## src/rtl/alu_ctrl_pkg.sv

```systemverilog
// Shared constants for the ALU control sequencer: op classes, funct fields,
// operation codes and the sequencer state encoding.
package alu_ctrl_pkg;

   localparam logic [3:0] ALU_OP_ADDI  = 4'b0000;
   localparam logic [3:0] ALU_OP_ORI   = 4'b0001;
   localparam logic [3:0] ALU_OP_LUI   = 4'b0010;
   localparam logic [3:0] ALU_OP_ANDI  = 4'b0011;
   localparam logic [3:0] ALU_OP_LW    = 4'b0100;
   localparam logic [3:0] ALU_OP_SW    = 4'b0101;
   localparam logic [3:0] ALU_OP_BEQ   = 4'b0110;
   localparam logic [3:0] ALU_OP_BNE   = 4'b0111;
   localparam logic [3:0] ALU_OP_J     = 4'b1000;
   localparam logic [3:0] ALU_OP_JAL   = 4'b1001;
   localparam logic [3:0] ALU_OP_RTYPE = 4'b1111;

   localparam logic [5:0] FUNCT_ADD   = 6'b100000;
   localparam logic [5:0] FUNCT_SUB   = 6'b100010;
   localparam logic [5:0] FUNCT_OR    = 6'b100101;
   localparam logic [5:0] FUNCT_SRL   = 6'b000010;
   localparam logic [5:0] FUNCT_SLL   = 6'b000000;
   localparam logic [5:0] FUNCT_NOR   = 6'b100111;
   localparam logic [5:0] FUNCT_AND   = 6'b100100;
   localparam logic [5:0] FUNCT_MULT  = 6'b011000;
   localparam logic [5:0] FUNCT_MULTU = 6'b011001;
   localparam logic [5:0] FUNCT_DIV   = 6'b011010;
   localparam logic [5:0] FUNCT_DIVU  = 6'b011011;
   localparam logic [5:0] FUNCT_MFHI  = 6'b010000;
   localparam logic [5:0] FUNCT_MFLO  = 6'b010010;
   localparam logic [5:0] FUNCT_SLT   = 6'b101010;
   localparam logic [5:0] FUNCT_JR    = 6'b001000;

   localparam logic [4:0] OPCODE_ADD     = 5'b00000;
   localparam logic [4:0] OPCODE_SUB     = 5'b00001;
   localparam logic [4:0] OPCODE_OR      = 5'b00010;
   localparam logic [4:0] OPCODE_ORI     = 5'b00011;
   localparam logic [4:0] OPCODE_SRL     = 5'b00100;
   localparam logic [4:0] OPCODE_SLL     = 5'b00101;
   localparam logic [4:0] OPCODE_LUI     = 5'b00110;
   localparam logic [4:0] OPCODE_ANDI    = 5'b00111;
   localparam logic [4:0] OPCODE_LW      = 5'b01000;
   localparam logic [4:0] OPCODE_SW      = 5'b01001;
   localparam logic [4:0] OPCODE_BEQ     = 5'b01010;
   localparam logic [4:0] OPCODE_BNE     = 5'b01011;
   localparam logic [4:0] OPCODE_NOR     = 5'b01100;
   localparam logic [4:0] OPCODE_AND     = 5'b01101;
   localparam logic [4:0] OPCODE_J       = 5'b01110;
   localparam logic [4:0] OPCODE_JAL     = 5'b01111;
   localparam logic [4:0] OPCODE_MULT    = 5'b10000;
   localparam logic [4:0] OPCODE_MULTU   = 5'b10001;
   localparam logic [4:0] OPCODE_DIV     = 5'b10010;
   localparam logic [4:0] OPCODE_DIVU    = 5'b10011;
   localparam logic [4:0] OPCODE_MFHI    = 5'b10100;
   localparam logic [4:0] OPCODE_MFLO    = 5'b10101;
   localparam logic [4:0] OPCODE_SLT     = 5'b10110;
   localparam logic [4:0] OPCODE_JR      = 5'b10111;
   localparam logic [4:0] OPCODE_ILLEGAL = 5'b11111;

   typedef enum logic [1:0] {
      ST_IDLE = 2'b00,
      ST_BUSY = 2'b01,
      ST_DONE = 2'b10
   } seq_state_e;

   function automatic int max_int(input int a, input int b);
      return (a > b) ? a : b;
   endfunction

endpackage

```

## src/rtl/alu_op_decoder.sv

```systemverilog
// Pure combinational decode of {alu_op, funct} into an operation code plus
// mul/div classification flags.
module alu_op_decoder
   import alu_ctrl_pkg::*;
#(
   parameter int ALU_OP_WIDTH    = 4,
   parameter int FUNCT_WIDTH     = 6,
   parameter int OPERATION_WIDTH = 5,
   parameter int ENABLE_MULDIV   = 1
) (
   input  logic [ALU_OP_WIDTH-1:0]    alu_op_i,
   input  logic [FUNCT_WIDTH-1:0]     alu_function_i,
   output logic [OPERATION_WIDTH-1:0] operation_o,
   output logic                       is_muldiv_o,
   output logic                       is_div_o,
   output logic                       is_signed_o,
   output logic                       illegal_o
);

   localparam bit MD_EN = (ENABLE_MULDIV != 0);

   logic [4:0] code_s;
   logic       muldiv_s;
   logic       div_s;
   logic       signed_s;

   // Decode table; mul/div-related functs fall back to illegal when the unit is absent
   always_comb begin
      code_s   = OPCODE_ILLEGAL;
      muldiv_s = 1'b0;
      div_s    = 1'b0;
      signed_s = 1'b0;
      case (alu_op_i)
         ALU_OP_WIDTH'(ALU_OP_ADDI): code_s = OPCODE_ADD;
         ALU_OP_WIDTH'(ALU_OP_ORI):  code_s = OPCODE_ORI;
         ALU_OP_WIDTH'(ALU_OP_LUI):  code_s = OPCODE_LUI;
         ALU_OP_WIDTH'(ALU_OP_ANDI): code_s = OPCODE_ANDI;
         ALU_OP_WIDTH'(ALU_OP_LW):   code_s = OPCODE_LW;
         ALU_OP_WIDTH'(ALU_OP_SW):   code_s = OPCODE_SW;
         ALU_OP_WIDTH'(ALU_OP_BEQ):  code_s = OPCODE_BEQ;
         ALU_OP_WIDTH'(ALU_OP_BNE):  code_s = OPCODE_BNE;
         ALU_OP_WIDTH'(ALU_OP_J):    code_s = OPCODE_J;
         ALU_OP_WIDTH'(ALU_OP_JAL):  code_s = OPCODE_JAL;
         ALU_OP_WIDTH'(ALU_OP_RTYPE): begin
            case (alu_function_i)
               FUNCT_WIDTH'(FUNCT_ADD): code_s = OPCODE_ADD;
               FUNCT_WIDTH'(FUNCT_SUB): code_s = OPCODE_SUB;
               FUNCT_WIDTH'(FUNCT_OR):  code_s = OPCODE_OR;
               FUNCT_WIDTH'(FUNCT_SRL): code_s = OPCODE_SRL;
               FUNCT_WIDTH'(FUNCT_SLL): code_s = OPCODE_SLL;
               FUNCT_WIDTH'(FUNCT_NOR): code_s = OPCODE_NOR;
               FUNCT_WIDTH'(FUNCT_AND): code_s = OPCODE_AND;
               FUNCT_WIDTH'(FUNCT_SLT): code_s = OPCODE_SLT;
               FUNCT_WIDTH'(FUNCT_JR):  code_s = OPCODE_JR;
               FUNCT_WIDTH'(FUNCT_MFHI): code_s = MD_EN ? OPCODE_MFHI : OPCODE_ILLEGAL;
               FUNCT_WIDTH'(FUNCT_MFLO): code_s = MD_EN ? OPCODE_MFLO : OPCODE_ILLEGAL;
               FUNCT_WIDTH'(FUNCT_MULT): begin
                  code_s   = MD_EN ? OPCODE_MULT : OPCODE_ILLEGAL;
                  muldiv_s = MD_EN;
                  signed_s = MD_EN;
               end
               FUNCT_WIDTH'(FUNCT_MULTU): begin
                  code_s   = MD_EN ? OPCODE_MULTU : OPCODE_ILLEGAL;
                  muldiv_s = MD_EN;
               end
               FUNCT_WIDTH'(FUNCT_DIV): begin
                  code_s   = MD_EN ? OPCODE_DIV : OPCODE_ILLEGAL;
                  muldiv_s = MD_EN;
                  div_s    = MD_EN;
                  signed_s = MD_EN;
               end
               FUNCT_WIDTH'(FUNCT_DIVU): begin
                  code_s   = MD_EN ? OPCODE_DIVU : OPCODE_ILLEGAL;
                  muldiv_s = MD_EN;
                  div_s    = MD_EN;
               end
               default: code_s = OPCODE_ILLEGAL;
            endcase
         end
         default: code_s = OPCODE_ILLEGAL;
      endcase
   end

   assign operation_o = OPERATION_WIDTH'(code_s);
   assign is_muldiv_o = muldiv_s;
   assign is_div_o    = div_s;
   assign is_signed_o = signed_s;
   assign illegal_o   = (code_s == OPCODE_ILLEGAL);

endmodule

```

## src/rtl/alu_control_sequencer.sv

```systemverilog
// ALU control unit: registers decoded operation codes and sequences multi-cycle
// mul/div operations, stalling the front end until the HI/LO write has happened.
module alu_control_sequencer
   import alu_ctrl_pkg::*;
#(
   parameter int ALU_OP_WIDTH    = 4,
   parameter int FUNCT_WIDTH     = 6,
   parameter int OPERATION_WIDTH = 5,
   parameter int MULT_CYCLES     = 4,
   parameter int DIV_CYCLES      = 32,
   parameter int ENABLE_MULDIV   = 1
) (
   input  logic                       clk,
   input  logic                       reset,
   input  logic                       valid_i,
   input  logic [ALU_OP_WIDTH-1:0]    alu_op_i,
   input  logic [FUNCT_WIDTH-1:0]     alu_function_i,
   input  logic                       flush_i,
   output logic                       ready_o,
   output logic [OPERATION_WIDTH-1:0] alu_operation_o,
   output logic                       op_valid_o,
   output logic                       illegal_o,
   output logic                       muldiv_start_o,
   output logic                       muldiv_is_div_o,
   output logic                       muldiv_signed_o,
   output logic                       hilo_we_o,
   output logic                       stall_o
);

   localparam int CNT_WIDTH = $clog2(max_int(MULT_CYCLES, DIV_CYCLES) + 1);
   localparam logic [CNT_WIDTH-1:0] MULT_LOAD = CNT_WIDTH'(MULT_CYCLES - 1);
   localparam logic [CNT_WIDTH-1:0] DIV_LOAD  = CNT_WIDTH'(DIV_CYCLES - 1);

   logic [OPERATION_WIDTH-1:0] dec_op_s;
   logic dec_muldiv_s, dec_div_s, dec_signed_s, dec_illegal_s;
   logic accept_s;

   seq_state_e                 state_q, state_d;
   logic [CNT_WIDTH-1:0]       cnt_q, cnt_d;
   logic [OPERATION_WIDTH-1:0] op_q, op_d;
   logic op_valid_q, op_valid_d;
   logic illegal_q, illegal_d;
   logic start_q, start_d;
   logic is_div_q, is_div_d;
   logic signed_q, signed_d;
   logic hilo_we_q, hilo_we_d;

   alu_op_decoder #(
      .ALU_OP_WIDTH    (ALU_OP_WIDTH),
      .FUNCT_WIDTH     (FUNCT_WIDTH),
      .OPERATION_WIDTH (OPERATION_WIDTH),
      .ENABLE_MULDIV   (ENABLE_MULDIV)
   ) u_decoder (
      .alu_op_i       (alu_op_i),
      .alu_function_i (alu_function_i),
      .operation_o    (dec_op_s),
      .is_muldiv_o    (dec_muldiv_s),
      .is_div_o       (dec_div_s),
      .is_signed_o    (dec_signed_s),
      .illegal_o      (dec_illegal_s)
   );

   // A request arriving together with a flush is dropped
   assign accept_s = valid_i && (state_q == ST_IDLE) && !flush_i;

   // State, counter and output registers
   always_ff @(posedge clk) begin
      if (reset) begin
         state_q    <= ST_IDLE;
         cnt_q      <= '0;
         op_q       <= '1;
         op_valid_q <= 1'b0;
         illegal_q  <= 1'b0;
         start_q    <= 1'b0;
         is_div_q   <= 1'b0;
         signed_q   <= 1'b0;
         hilo_we_q  <= 1'b0;
      end else begin
         state_q    <= state_d;
         cnt_q      <= cnt_d;
         op_q       <= op_d;
         op_valid_q <= op_valid_d;
         illegal_q  <= illegal_d;
         start_q    <= start_d;
         is_div_q   <= is_div_d;
         signed_q   <= signed_d;
         hilo_we_q  <= hilo_we_d;
      end
   end

   // Next-state and latency counter
   always_comb begin
      state_d = state_q;
      cnt_d   = cnt_q;
      if (flush_i) begin
         state_d = ST_IDLE;
         cnt_d   = '0;
      end else begin
         case (state_q)
            ST_IDLE: begin
               if (accept_s && dec_muldiv_s) begin
                  state_d = ST_BUSY;
                  cnt_d   = dec_div_s ? DIV_LOAD : MULT_LOAD;
               end else begin
                  state_d = ST_IDLE;
               end
            end
            ST_BUSY: begin
               if (cnt_q == '0) begin
                  state_d = ST_DONE;
               end else begin
                  cnt_d = cnt_q - CNT_WIDTH'(1);
               end
            end
            ST_DONE: state_d = ST_IDLE;
            default: state_d = ST_IDLE;
         endcase
      end
   end

   // Next values of the registered outputs
   always_comb begin
      op_d       = op_q;
      op_valid_d = 1'b0;
      illegal_d  = 1'b0;
      start_d    = 1'b0;
      hilo_we_d  = 1'b0;
      is_div_d   = is_div_q;
      signed_d   = signed_q;
      if (flush_i) begin
         is_div_d = 1'b0;
         signed_d = 1'b0;
      end else begin
         case (state_q)
            ST_IDLE: begin
               if (accept_s) begin
                  op_d = dec_op_s;
                  if (dec_muldiv_s) begin
                     start_d  = 1'b1;
                     is_div_d = dec_div_s;
                     signed_d = dec_signed_s;
                  end else begin
                     op_valid_d = 1'b1;
                     illegal_d  = dec_illegal_s;
                  end
               end else begin
                  op_d = op_q;
               end
            end
            ST_BUSY: begin
               if (cnt_q == '0) begin
                  hilo_we_d  = 1'b1;
                  op_valid_d = 1'b1;
               end else begin
                  hilo_we_d = 1'b0;
               end
            end
            ST_DONE: begin
               is_div_d = 1'b0;
               signed_d = 1'b0;
            end
            default: begin
               is_div_d = 1'b0;
               signed_d = 1'b0;
            end
         endcase
      end
   end

   assign ready_o         = (state_q == ST_IDLE);
   assign stall_o         = (state_q == ST_BUSY);
   assign alu_operation_o = op_q;
   assign op_valid_o      = op_valid_q;
   assign illegal_o       = illegal_q;
   assign muldiv_start_o  = start_q;
   assign muldiv_is_div_o = is_div_q;
   assign muldiv_signed_o = signed_q;
   assign hilo_we_o       = hilo_we_q;

endmodule

```

## config.mk

```make
export PLATFORM = sky130hd
export DESIGN_NAME = alu_control_sequencer
export DESIGN_NICKNAME = d
export VERILOG_FILES = /design/src/rtl/alu_ctrl_pkg.sv /design/src/rtl/alu_op_decoder.sv /design/src/rtl/alu_control_sequencer.sv
export SDC_FILE = /design/constraint.sdc
export NUM_CORES = 1
export LEC_CHECK = 0
export CORE_ASPECT_RATIO = 1.2
export CORE_UTILIZATION = 52
export CTS_CLUSTER_DIAMETER = 120
export DETAILED_ROUTE_END_ITERATION = 10
export PLACE_DENSITY_LB_ADDON = 0.25
export SLEW_MARGIN = 20
export SYNTH_ARGS = -nofsm -noshare
export SYNTH_HDL_FRONTEND = slang
export SYNTH_SLANG_ARGS = --single-unit
export TNS_END_PERCENT = 100
```

## constraint.sdc

```tcl
create_clock -name clk -period 4.4 [get_ports clk]
set_input_delay 0.66 -clock clk [delete_from_list [all_inputs] [get_ports clk]]
set_output_delay 0.66 -clock clk [all_outputs]
set_load 0.03 [all_outputs]
```

* Word level (Yosys, flattened, before mapping)
Cells that the tools add are included.
Storage, ports and cells: register bits 19, bits in latches 0, memory bits (writable) 0, memory bits (read-only) 0, input bits 14, output and inout bits 13, logic and storage cells 90, memories 0
Operators by class: add/subtract/negate cells 1, multiply operators 0, div/mod/pow operators 0, order comparisons 0, equal/unequal tests 31, shifts and indexed selects 0, muxes and demuxes 26, bitwise operators 4, reductions and logical operators 19
Operator list (number):
- $pmux 5 s15 | 1
- $pmux 5 s11 | 1
- $eq 6x5->1 const B | 6
- $eq 6x6->1 const B | 6
- $eq 4x3->1 const B | 4
- $mux 1 | 15
- $eq 4x4->1 const B | 3
- $logic_not 6->1 | 2
- $mux 6 | 2
- $pmux 6 s2 | 1
- $reduce_and 3->1 | 3
- $eq 4x2->1 const B | 2
- $ne 2x1->1 const B | 4
- $reduce_or 4->1 | 2
- $eq 6x2->1 const B | 1
- $eq 6x4->1 const B | 1
- $pmux 1 s2 | 3
- $reduce_or 2->1 | 3
- $sub 6x1->6 const B | 1
- $eq 5x5->1 const B | 1
- $mux 5 | 1
- $reduce_or 5->1 | 1
- $eq 4x1->1 const B | 1
- $logic_not 4->1 | 1
- other kinds (10) | 15

* Depth between registers and ports, before layout
Gate-level depths: netlist (run 1).
depth in word-level cells 7, gate-level depth with buffers 7

* By module
Synthesis (run 1) repeated with hierarchy kept, for this count alone.
Unflattened totals: cell total of the unflattened synthesis 144, area total of the unflattened synthesis 1244.9 µm²
By module, submodules not included:
- alu_control_sequencer | times used 1, cells an instance 90, area an instance 868.3 µm², sequential area each 380.4 µm²
- alu_op_decoder | times used 1, cells an instance 54, area an instance 376.6 µm², sequential area each 0.0 µm²

* Least setup slack after synthesis (run 1)
OpenSTA, ideal clock, no wires.
path type input -> register, start point input alu_function_i[3], end point register cnt_q[3], setup time 0.064 ns, arrival time 1.848 ns, required time 4.336 ns, setup slack 2.487 ns, stages on the path 6, buffers on the path 1, cell sequence clkbuf_1 -> nor4bb_1 -> nand2_1 -> nor4_1 -> o311ai_0 -> nor2_1
On the way: word-level cells in the longest chain between the ends 7
Ends and longest elaborated chain:
- start, declared | line alu_control_sequencer.sv:17 | input logic [FUNCT_WIDTH-1:0] alu_function_i,
- $eq 6x5->1 | line alu_op_decoder.sv:45 | case (alu_function_i)
- $reduce_or 2->1 (no source line) or $reduce_or 4->1 (tied branches)
- $mux 1 | line alu_op_decoder.sv:45
- $mux 1 | line alu_op_decoder.sv:33 | case (alu_op_i)
- $mux 5 or $logic_and 1x1->1 (tied branches) | line alu_control_sequencer.sv:103, alu_control_sequencer.sv:101
- $mux 6 or $ne 2x1->1 (tied branches)
- $pmux 6 s2 or $reduce_and 3->1 (tied branches)
- end signal, assigned | line alu_control_sequencer.sv:80 | cnt_q <= cnt_d;
- end, declared | line alu_control_sequencer.sv:39 | logic [CNT_WIDTH-1:0] cnt_q, cnt_d;
Several ways; a longest one is shown, not always the timed one. The select of a mux whose other input is x is not followed. A chain may end at the register's enable or synchronous reset.

* Worst setup path in the final report (run 1)
start point register state_q[1], end point output stall_o
On the way: word-level cells in the longest chain between the ends 1
Ends and longest elaborated chain:
- start, declared | line alu_control_sequencer.sv:38 | seq_state_e state_q, state_d;
- start signal, assigned | line alu_control_sequencer.sv:79 | state_q <= state_d;
- $eq 2x1->1 | line alu_control_sequencer.sv:171 | assign stall_o = (state_q == ST_BUSY);
- end, declared | line alu_control_sequencer.sv:27 | output logic stall_o
No other way between the ends.

==> results.json, run 1 <==
{
  "gr-total-overflow": 0,
  "num-nets-final": 179,
  "htree_num_levels": 1,
  "synth-async-reset-ratio": 0,
  "dp_hpwl_microns": 1910,
  "cts_inserted_buffers": 3,
  "register_area_sq_um": 380,
  "clkSinkCount": 19,
  "first_pass_iters": 6,
  "critPathSlowestCell": "clkdlybuf4s50_1",
  "arrival_ps": 1940,
  "wire_per_inst_microns": 13.9,
  "start_util": 0.576,
  "syn_nets": 158,
  "areaGrowthSynthToFinish_pct": 24.9,
  "core_sq_um": 1910,
  "grt_antenna_before_repair": 0,
  "die_h_microns": 52.4,
  "synth_flop_cell": "dfxtp_1",
  "post-route-period-util": 0.591,
  "tns_ps": 0,
  "yosys_warnings": 0,
  "holdCritStartpoint": "alu_operation_o[1]",
  "die-area_sq_um": 2310,
  "avgSynthCellArea_sq_um": 7.76,
  "path_class": "flop to output port",
  "rsz0062_at_grt": "false",
  "port_buffers": 26,
  "final_period_minus_worst_setup_slack_ps": 2600,
  "hold_path_depth": 1,
  "post_cts_resized": 0,
  "clockBufferDepth": 2,
  "outcome": "complete, no violations",
  "end_kind": "output port",
  "grt_start_max_net_pins": 14,
  "clock.fmax_ghz": 0.384,
  "reg2reg_depth": 5,
  "synth_seq_cells": 19,
  "ir_drop_v": 0.000167,
  "yosysSeqAreaShare": 0.345,
  "dr_total_vias": 1139,
  "drv_slew": 0,
  "p_leak_nw": 0.497,
  "cp.required_ps": 3740,
  "ant_nets": 0,
  "drt_iter0_drc": 28,
  "rows": 17,
  "final_util": 0.719,
  "drt_wl_total_microns": 2520,
  "worst_slack_ps": 1800,
  "fill_cells": 160,
  "hold_violations": 0,
  "drt-vias-per-instance": 6.29,
  "max_stage_delay_ps": 740,
  "cts_tree": "done",
  "synthCells": 142,
  "synth_edf_count": 0,
  "min_path_type": "flop to flop",
  "reg2reg_from": "state_q[1]",
  "routabilityCongestion": 0.886,
  "synth_area_sq_um": 1100,
  "maxSlewHeadroom": 0.732,
  "postCtsSetupRepairBufs": 0,
  "clock_skew_ps": 1.40,
  "start_kind": "flop",
  "cp_max_fo": 11,
  "cts.clk_slew.worst_paths_ps": 110,
  "worstPathCellList": "nand2b_1 -> inv_1 -> clkdlybuf4s50_1",
  "r2r_end": "cnt_q[0]",
  "layout-drive-gt1-share": 0.0494,
  "finalSetupViolCount": 0,
  "min_to": "alu_operation_o[1]",
  "die_width_microns": 44.0,
  "hold_slack_ps": 476,
  "p_per_area_nw_per_um2": 239,
  "pre_cts_ws_ps": 1790,
  "grt_usage": 0.240,
  "diodes": 0,
  "drv_cap": 0,
  "clock_latency_ps": 300,
  "yosysUniqueCellTypes": 42,
  "drc": 0,
  "tightest_slew_ps": 400,
  "cts-root-buf": "clkbuf_4",
  "hold_buffers": 0,
  "grt_pass1_wl_microns": 4200,
  "io_pins": 27,
  "regToRegSetupSlack_ps": 2570,
  "multiInputGateArea_sq_um": 658,
  "grt_pass1_vias": 997
}
==> stage by stage <==
stage	instance area, sq um	instances	power, mW
global placement	1350	177	0.240
global route	1380	181	0.343
finish	1380	181	0.328
floorplan	1100	142	0.217
detailed placement	1350	177	0.242
CTS	1380	181	0.330
==> kinds of logic (layout without fill, tap and decap cells) <==
logic type,after synthesis,in the layout,synth area share
AND/OR/NAND/NOR,65,65,0.328
AO/OA/AOI/OAI,38,38,0.237
flip-flops,19,19,0.345
buffers and inverters,17,37,0.0579
adder cells (fa/ha/maj),2,2,0.0227
multiplexers,1,1,0.00908
==> power breakdown <==
group          leakage, nW  internal, mW  total (mW)  switching, mW
Clock               0.0177        0.0339      0.0907         0.0568
Combinational        0.325        0.0275      0.0607         0.0332
Sequential           0.154         0.175       0.177        0.00162
==> synth_stat cells (all sizes together), types with 2 or more instances <==
master  count  share of area
and3        2          0.011
dfxtp      19           0.35
inv         7          0.024
nand3       2         0.0091
nand4       5          0.028
nand2       6          0.020
a22oi       2          0.014
nand2b      5          0.028
a21oi       7          0.032
nor3       13          0.069
a21o        2          0.020
ha          2          0.023
a211oi      3          0.020
nor4        2          0.011
a311oi      2          0.016
o21ai       8          0.036
o31ai       2          0.014
a31oi       3          0.017
clkbuf     10          0.034
nor2       20          0.068
==> layout make-up <==
| type | count | share of cell area |
|---|---|---|
| Tap cell | 19 | 0.0173 |
| Clock inverter | 1 | 0.00364 |
| Inverter | 7 | 0.0191 |
| Sequential cell | 19 | 0.276 |
| Multi-Input combinational cell | 106 | 0.478 |
| Timing Repair Buffer | 26 | 0.189 |
| Clock buffer | 3 | 0.0164 |
==> worst max-delay path by stage <==
stage / from / end / slack (ps)
2_1_floorplan: alu_function_i[3] / cnt_q[3] / 2490
3_3_place_gp: alu_function_i[4] / cnt_q[3] / 1890
3_5_place_dp: alu_function_i[4] / cnt_q[3] / 1790
4_1_cts: state_q[1] / stall_o / 1790
5_1_grt: state_q[1] / stall_o / 1710
6_report: state_q[1] / stall_o / 1800
==> state kept, by name (all words and copies together) (netlist names) <==
register / count
alu_operation_o: 5
hilo_we_o: 1
muldiv_is_div_o: 1
cnt_q: 6
state_q: 2
muldiv_signed_o: 1
op_valid_o: 1
illegal_o: 1
muldiv_start_o: 1
==> layer usage <==
metal / share of wire / up-vias / GRT usage
met5: 0 / - / 0
met4: 0.019 / 0 / 0.106
met3: 0.029 / 8 / 0.0103
met2: 0.53 / 40 / 0.424
met1: 0.42 / 518 / 0.296
li1: - / 573 / -
==> critical path: cells and delay by family, from the launching register on <==
| family | cells | cell delay (ps) |
|---|---|---|
| flops | 1 | 370 |
| buf+inv | 2 | 1030 |
| simple gates | 1 | 240 |
==> cell usage in the layout, fill, tap and decap left out, types with 2 or more instances in the layout <==
cell,Yosys,final
a211oi_1,3,3
a21oi_1,7,7
a22oi_1,2,2
a311oi_1,2,2
a31oi_1,3,3
and3_1,2,2
clkbuf_4,0,3
clkdlybuf4s50_1,0,26
dfxtp_1,19,19
ha_1,2,2
inv_1,7,7
nand2_1,6,6
nand2b_1,5,5
nand3_1,2,2
nand4_1,5,5
nor2_1,20,20
nor3_1,12,12
nor4_1,2,2
o21ai_0,8,8
o31ai_1,2,2
Power figures use the tool's default switching activity.
==> run 2: changes to the inputs <==
- CORE_UTILIZATION: 52 -> 48
- clock period: 4.4 -> 2.7 ns (I/O delays scaled with it)
==> run 2 against run 1 <==
  * Flip-flop and latch count stayed put
  * Setup slack worse by 1400 ps
  * Register-to-register slack lost 1700 ps
  * Non-clock buffer count is the same
  * Sequential share of layout area fell by 0.27 points
  * Cell count is 6.1% higher
  * Critical path depth stayed put
  * Combinational power is 63% higher
  * First-iteration DRC count rose by 3.6%
  * Clock power is 55% higher
==> results.json, run 2 (same netlist as run 1, synthesis figures left out) <==
{
  "drt-vias-per-instance": 5.88,
  "grt_antenna_before_repair": 0,
  "cts_inserted_buffers": 3,
  "start_kind": "flop",
  "seq_power_share": 0.546,
  "cts.clk_slew.worst_paths_ps": 100,
  "fin_total_pwr_mw": 0.528,
  "die_h_microns": 54.5,
  "power_frac_comb": 0.188,
  "arrival_ps": 1930,
  "ir_drop_v": 0.000343,
  "die_width_microns": 45.7,
  "tightest_slew_ps": 374,
  "outcome": "complete, no violations",
  "multiInputGateArea_sq_um": 658,
  "cts-root-buf": "clkbuf_4",
  "end_kind": "output port",
  "htree_num_levels": 1,
  "clock_skew_ps": 2.18,
  "postCtsSetupRepairBufs": 0,
  "sw_frac_of_total": 0.269,
  "layout-drive-gt1-share": 0.0494,
  "maxSlewHeadroom": 0.750,
  "tns_ps": 0,
  "drc": 0,
  "post-route-period-util": 0.866,
  "fill_cells": 205,
  "register_area_sq_um": 380,
  "clockBufferDepth": 2,
  "drv_cap": 0,
  "p_clk_frac": 0.267,
  "cts_tree": "done",
  "path_class": "flop to output port",
  "routabilityCongestion": 0.838,
  "layout_commonest_cell": "clkdlybuf4s50_1",
  "final_period_minus_worst_setup_slack_ps": 2340,
  "largest_register_ffs": 6,
  "start_util": 0.521,
  "grt_start_max_net_pins": 14,
  "num-nets-final": 179,
  "top_register": "cnt_q",
  "min_path_type": "flop to flop",
  "cp.required_ps": 2300,
  "layout_common_cells": "clkdlybuf4s50_1, nor2_1, dfxtp_1, nor3_1, o21ai_0",
  "p_per_area_nw_per_um2": 380,
  "switchingPower_mw": 0.142,
  "hold_violations": 0,
  "regToRegSetupSlack_ps": 850,
  "first_pass_iters": 4,
  "grt_pass1_wl_microns": 4280,
  "cp_max_fo": 11,
  "grt_pass1_vias": 1049,
  "wire_per_inst_microns": 13.0,
  "p_int_mw": 0.386,
  "drt_wl_total_microns": 2500,
  "hold_buffers": 0,
  "drt_iter0_drc": 29,
  "grt_usage": 0.237,
  "drv_slew": 0,
  "clkSinkCount": 19,
  "die-area_sq_um": 2490,
  "areaGrowthSynthToFinish_pct": 26.1,
  "clock.fmax_ghz": 0.427,
  "clock_latency_ps": 300,
  "dr_total_vias": 1128,
  "dp_hpwl_microns": 1920,
  "rsz0062_at_grt": "false",
  "gr-total-overflow": 0,
  "p_leak_nw": 0.497,
  "post_cts_resized": 0,
  "hold_slack_ps": 477,
  "ant_nets": 0,
  "rows": 18,
  "diodes": 0,
  "core_sq_um": 2120,
  "io_pins": 27,
  "finalSetupViolCount": 0,
  "port_buffers": 26
}
==> run 2: cell counts in the layout (fill, tap and decap cells not counted) <==
Identical to the previous run, type by type.
==> run 2: per-layer routing <==
layer	track usage	part of all wire
met1	0.266	0.42
met2	0.426	0.52
met3	0.0198	0.030
met4	0.147	0.026
met5	0	0
==> run 2: per-stage QoR <==
| stage | setup WS, ps | std cells | util | area (sq um) |
|---|---|---|---|---|
| 2_1_floorplan | 1040 | 142 | - | 1100 |
| 3_3_place_gp | 427 | 188 | 0.644 | 1360 |
| 3_5_place_dp | 343 | 188 | 0.644 | 1360 |
| 4_1_cts | 364 | 192 | 0.657 | 1390 |
| 5_1_grt | 245 | 192 | 0.657 | 1390 |
| 6_report | 361 | 192 | 0.657 | 1390 |
==> run 2: path summary, 6_finish.rpt <==
kind	to	startpoint	depth (start not counted)
max	stall_o	state_q[1]	3
min	alu_operation_o[1]	alu_operation_o[1]	1
max reg2reg	cnt_q[1]	state_q[0]	5
min reg2reg	alu_operation_o[1]	alu_operation_o[1]	1
==> run 2: power by group through the flow <==
stage	Clock, mW	Sequential [mW]	Combinational [mW]
2_1_floorplan	0	0.306	0.0468
3_3_place_gp	0	0.295	0.0969
3_5_place_dp	0	0.295	0.0986
4_1_cts	0.145	0.288	0.0989
5_1_grt	0.159	0.290	0.108
6_report	0.141	0.288	0.0991
==> run 2: cell type report <==
class,count,area share
well taps,30,0.0270
multi-input cells,106,0.473
clock buffers,3,0.0162
repair buffers,26,0.187
flip-flops and latches,19,0.274
clock inverters,1,0.00360
inverters,7,0.0189
==> run 2: worst max-delay path, cell delays in order, from the launching register on <==
cell and delay [ps]:
dfxtp_1 360, nand2b_1 230, inv_1 300, clkdlybuf4s50_1 740
==> run 3: changes to the inputs <==
- GPL_TIMING_DRIVEN: unset -> 0
==> run 3 against run 2 <==
  * Combinational power fell by 0.4%
  * Sequential power is essentially flat
  * Final area down 0.18%
  * Clock power grew 4%
  * Setup slack worse by 180 ps
  * Via count up 4.4%
  * Power increased by 0.99%
  * Hold slack lost 0.66 ps
  * Cell count grew 3.1%
  * Critical endpoint unchanged
  * Largest power group unchanged
==> results.json, run 3 (same netlist as run 1, synthesis figures left out) <==
{
  "areaGrowthSynthToFinish_pct": 25.9,
  "postCtsSetupRepairBufs": 0,
  "arrival_ps": 2120,
  "ir_drop_v": 0.000274,
  "drc": 0,
  "reg2reg_from": "state_q[0]",
  "cp_max_fo": 10,
  "drv_slew": 0,
  "outcome": "complete, no violations",
  "grt_start_max_net_pins": 12,
  "hold_violations": 0,
  "worstPathCellList": "nand2b_1 -> inv_1 -> clkbuf_1 -> clkdlybuf4s50_1",
  "critPathSlowestCell": "clkdlybuf4s50_1",
  "port_buffers": 22,
  "diodes": 0,
  "end_kind": "output port",
  "drt-vias-per-instance": 5.95,
  "dr_total_vias": 1178,
  "min_path_type": "flop to flop",
  "tns_ps": 0,
  "first_pass_iters": 5,
  "die_width_microns": 45.7,
  "clockBufferDepth": 2,
  "p_per_area_nw_per_um2": 385,
  "maxSlewHeadroom": 0.692,
  "top_register": "cnt_q",
  "drt_wl_total_microns": 2730,
  "grt_pass1_wl_microns": 4370,
  "drv_cap": 0,
  "dp_hpwl_microns": 2010,
  "wire_per_inst_microns": 13.8,
  "fill_cells": 199,
  "tightest_slew_ps": 462,
  "cts_inserted_buffers": 3,
  "layout_common_cells": "clkdlybuf4s50_1, nor2_1, dfxtp_1, nor3_1, clkbuf_1",
  "cts.clk_slew.worst_paths_ps": 110,
  "htree_num_levels": 1,
  "clock.fmax_ghz": 0.397,
  "p_leak_nw": 0.493,
  "clock_skew_ps": 2.23,
  "holdCritStartpoint": "alu_operation_o[1]",
  "post_cts_resized": 0,
  "core_sq_um": 2120,
  "layout_commonest_cell": "clkdlybuf4s50_1",
  "largest_register_ffs": 6,
  "pre_cts_ws_ps": 292,
  "grt_usage": 0.242,
  "ant_nets": 0,
  "worst_slack_ps": 180,
  "cts-root-buf": "clkbuf_4",
  "post-route-period-util": 0.933,
  "cp.required_ps": 2300,
  "hold_buffers": 0,
  "rows": 18,
  "drt_iter0_drc": 33,
  "grt_antenna_before_repair": 0,
  "final_period_minus_worst_setup_slack_ps": 2520,
  "cts_tree": "done",
  "path_class": "flop to output port",
  "start_util": 0.521,
  "die-area_sq_um": 2490,
  "layout-drive-gt1-share": 0.0476,
  "grt_pass1_vias": 1027,
  "max_stage_delay_ps": 750,
  "num-nets-final": 185,
  "finalSetupViolCount": 0,
  "die_h_microns": 54.5,
  "routabilityCongestion": 0.815,
  "crit_start": "state_q[1]",
  "gr-total-overflow": 0,
  "start_kind": "flop",
  "clkSinkCount": 19,
  "io_pins": 27,
  "rsz0062_at_grt": "false",
  "clock_latency_ps": 300
}
-- run 3: changes by cell type in the layout (fill, tap and decap cells not counted), sizes merged --
cell	delta
clkbuf	+10
clkdlybuf4s50	-4
-- run 3: worst max-delay path, delay by kind of cell, from the launching register on --
family,cells,cell delay [ps]
simple gates,1,230
flops,1,380
buf+inv,3,1200
-- run 3: final cells by class --
cell class	count	area (sq um)	area share
multi-input cells	106	658	0.474
flip-flops and latches	19	380	0.274
well taps	30	37.5	0.0271
inverters	7	26.3	0.0189
clock inverters	1	5.00	0.00361
plain buffers	10	37.5	0.0271
clock buffers	3	22.5	0.0162
repair buffers	22	220	0.159
-- run 3: routing by layer --
layer / GRT usage / routed length (microns)
met5: 0 / 0
met4: 0.113 / 37
met3: 0.0198 / 142
met2: 0.443 / 1460
met1: 0.280 / 1090
-- run 3: final timing paths --
kind	slack (ps)	depth (start not counted)	end
setup / recovery	180	4	stall_o
hold / removal	480	1	alu_operation_o[1]
setup reg to reg	910	5	cnt_q[0]
hold reg to reg	480	1	alu_operation_o[1]
-- run 3: where the power goes --
group | switching, mW | total [mW] | internal [mW]
combinational | 0.0564 | 0.0987 | 0.0424
sequential | 0.00253 | 0.288 | 0.286
clock | 0.0913 | 0.146 | 0.0552
-- run 3: stage by stage --
stage	instance area [sq um]	cells	util	hold WS (ps)	total power [mW]
2_1_floorplan	1100	142	-	464	0.353
3_3_place_gp	1360	194	0.642	444	0.389
3_5_place_dp	1360	194	0.642	455	0.392
4_1_cts	1390	198	0.655	480	0.530
5_1_grt	1390	198	0.655	496	0.552
6_report	1390	198	0.655	476	0.534
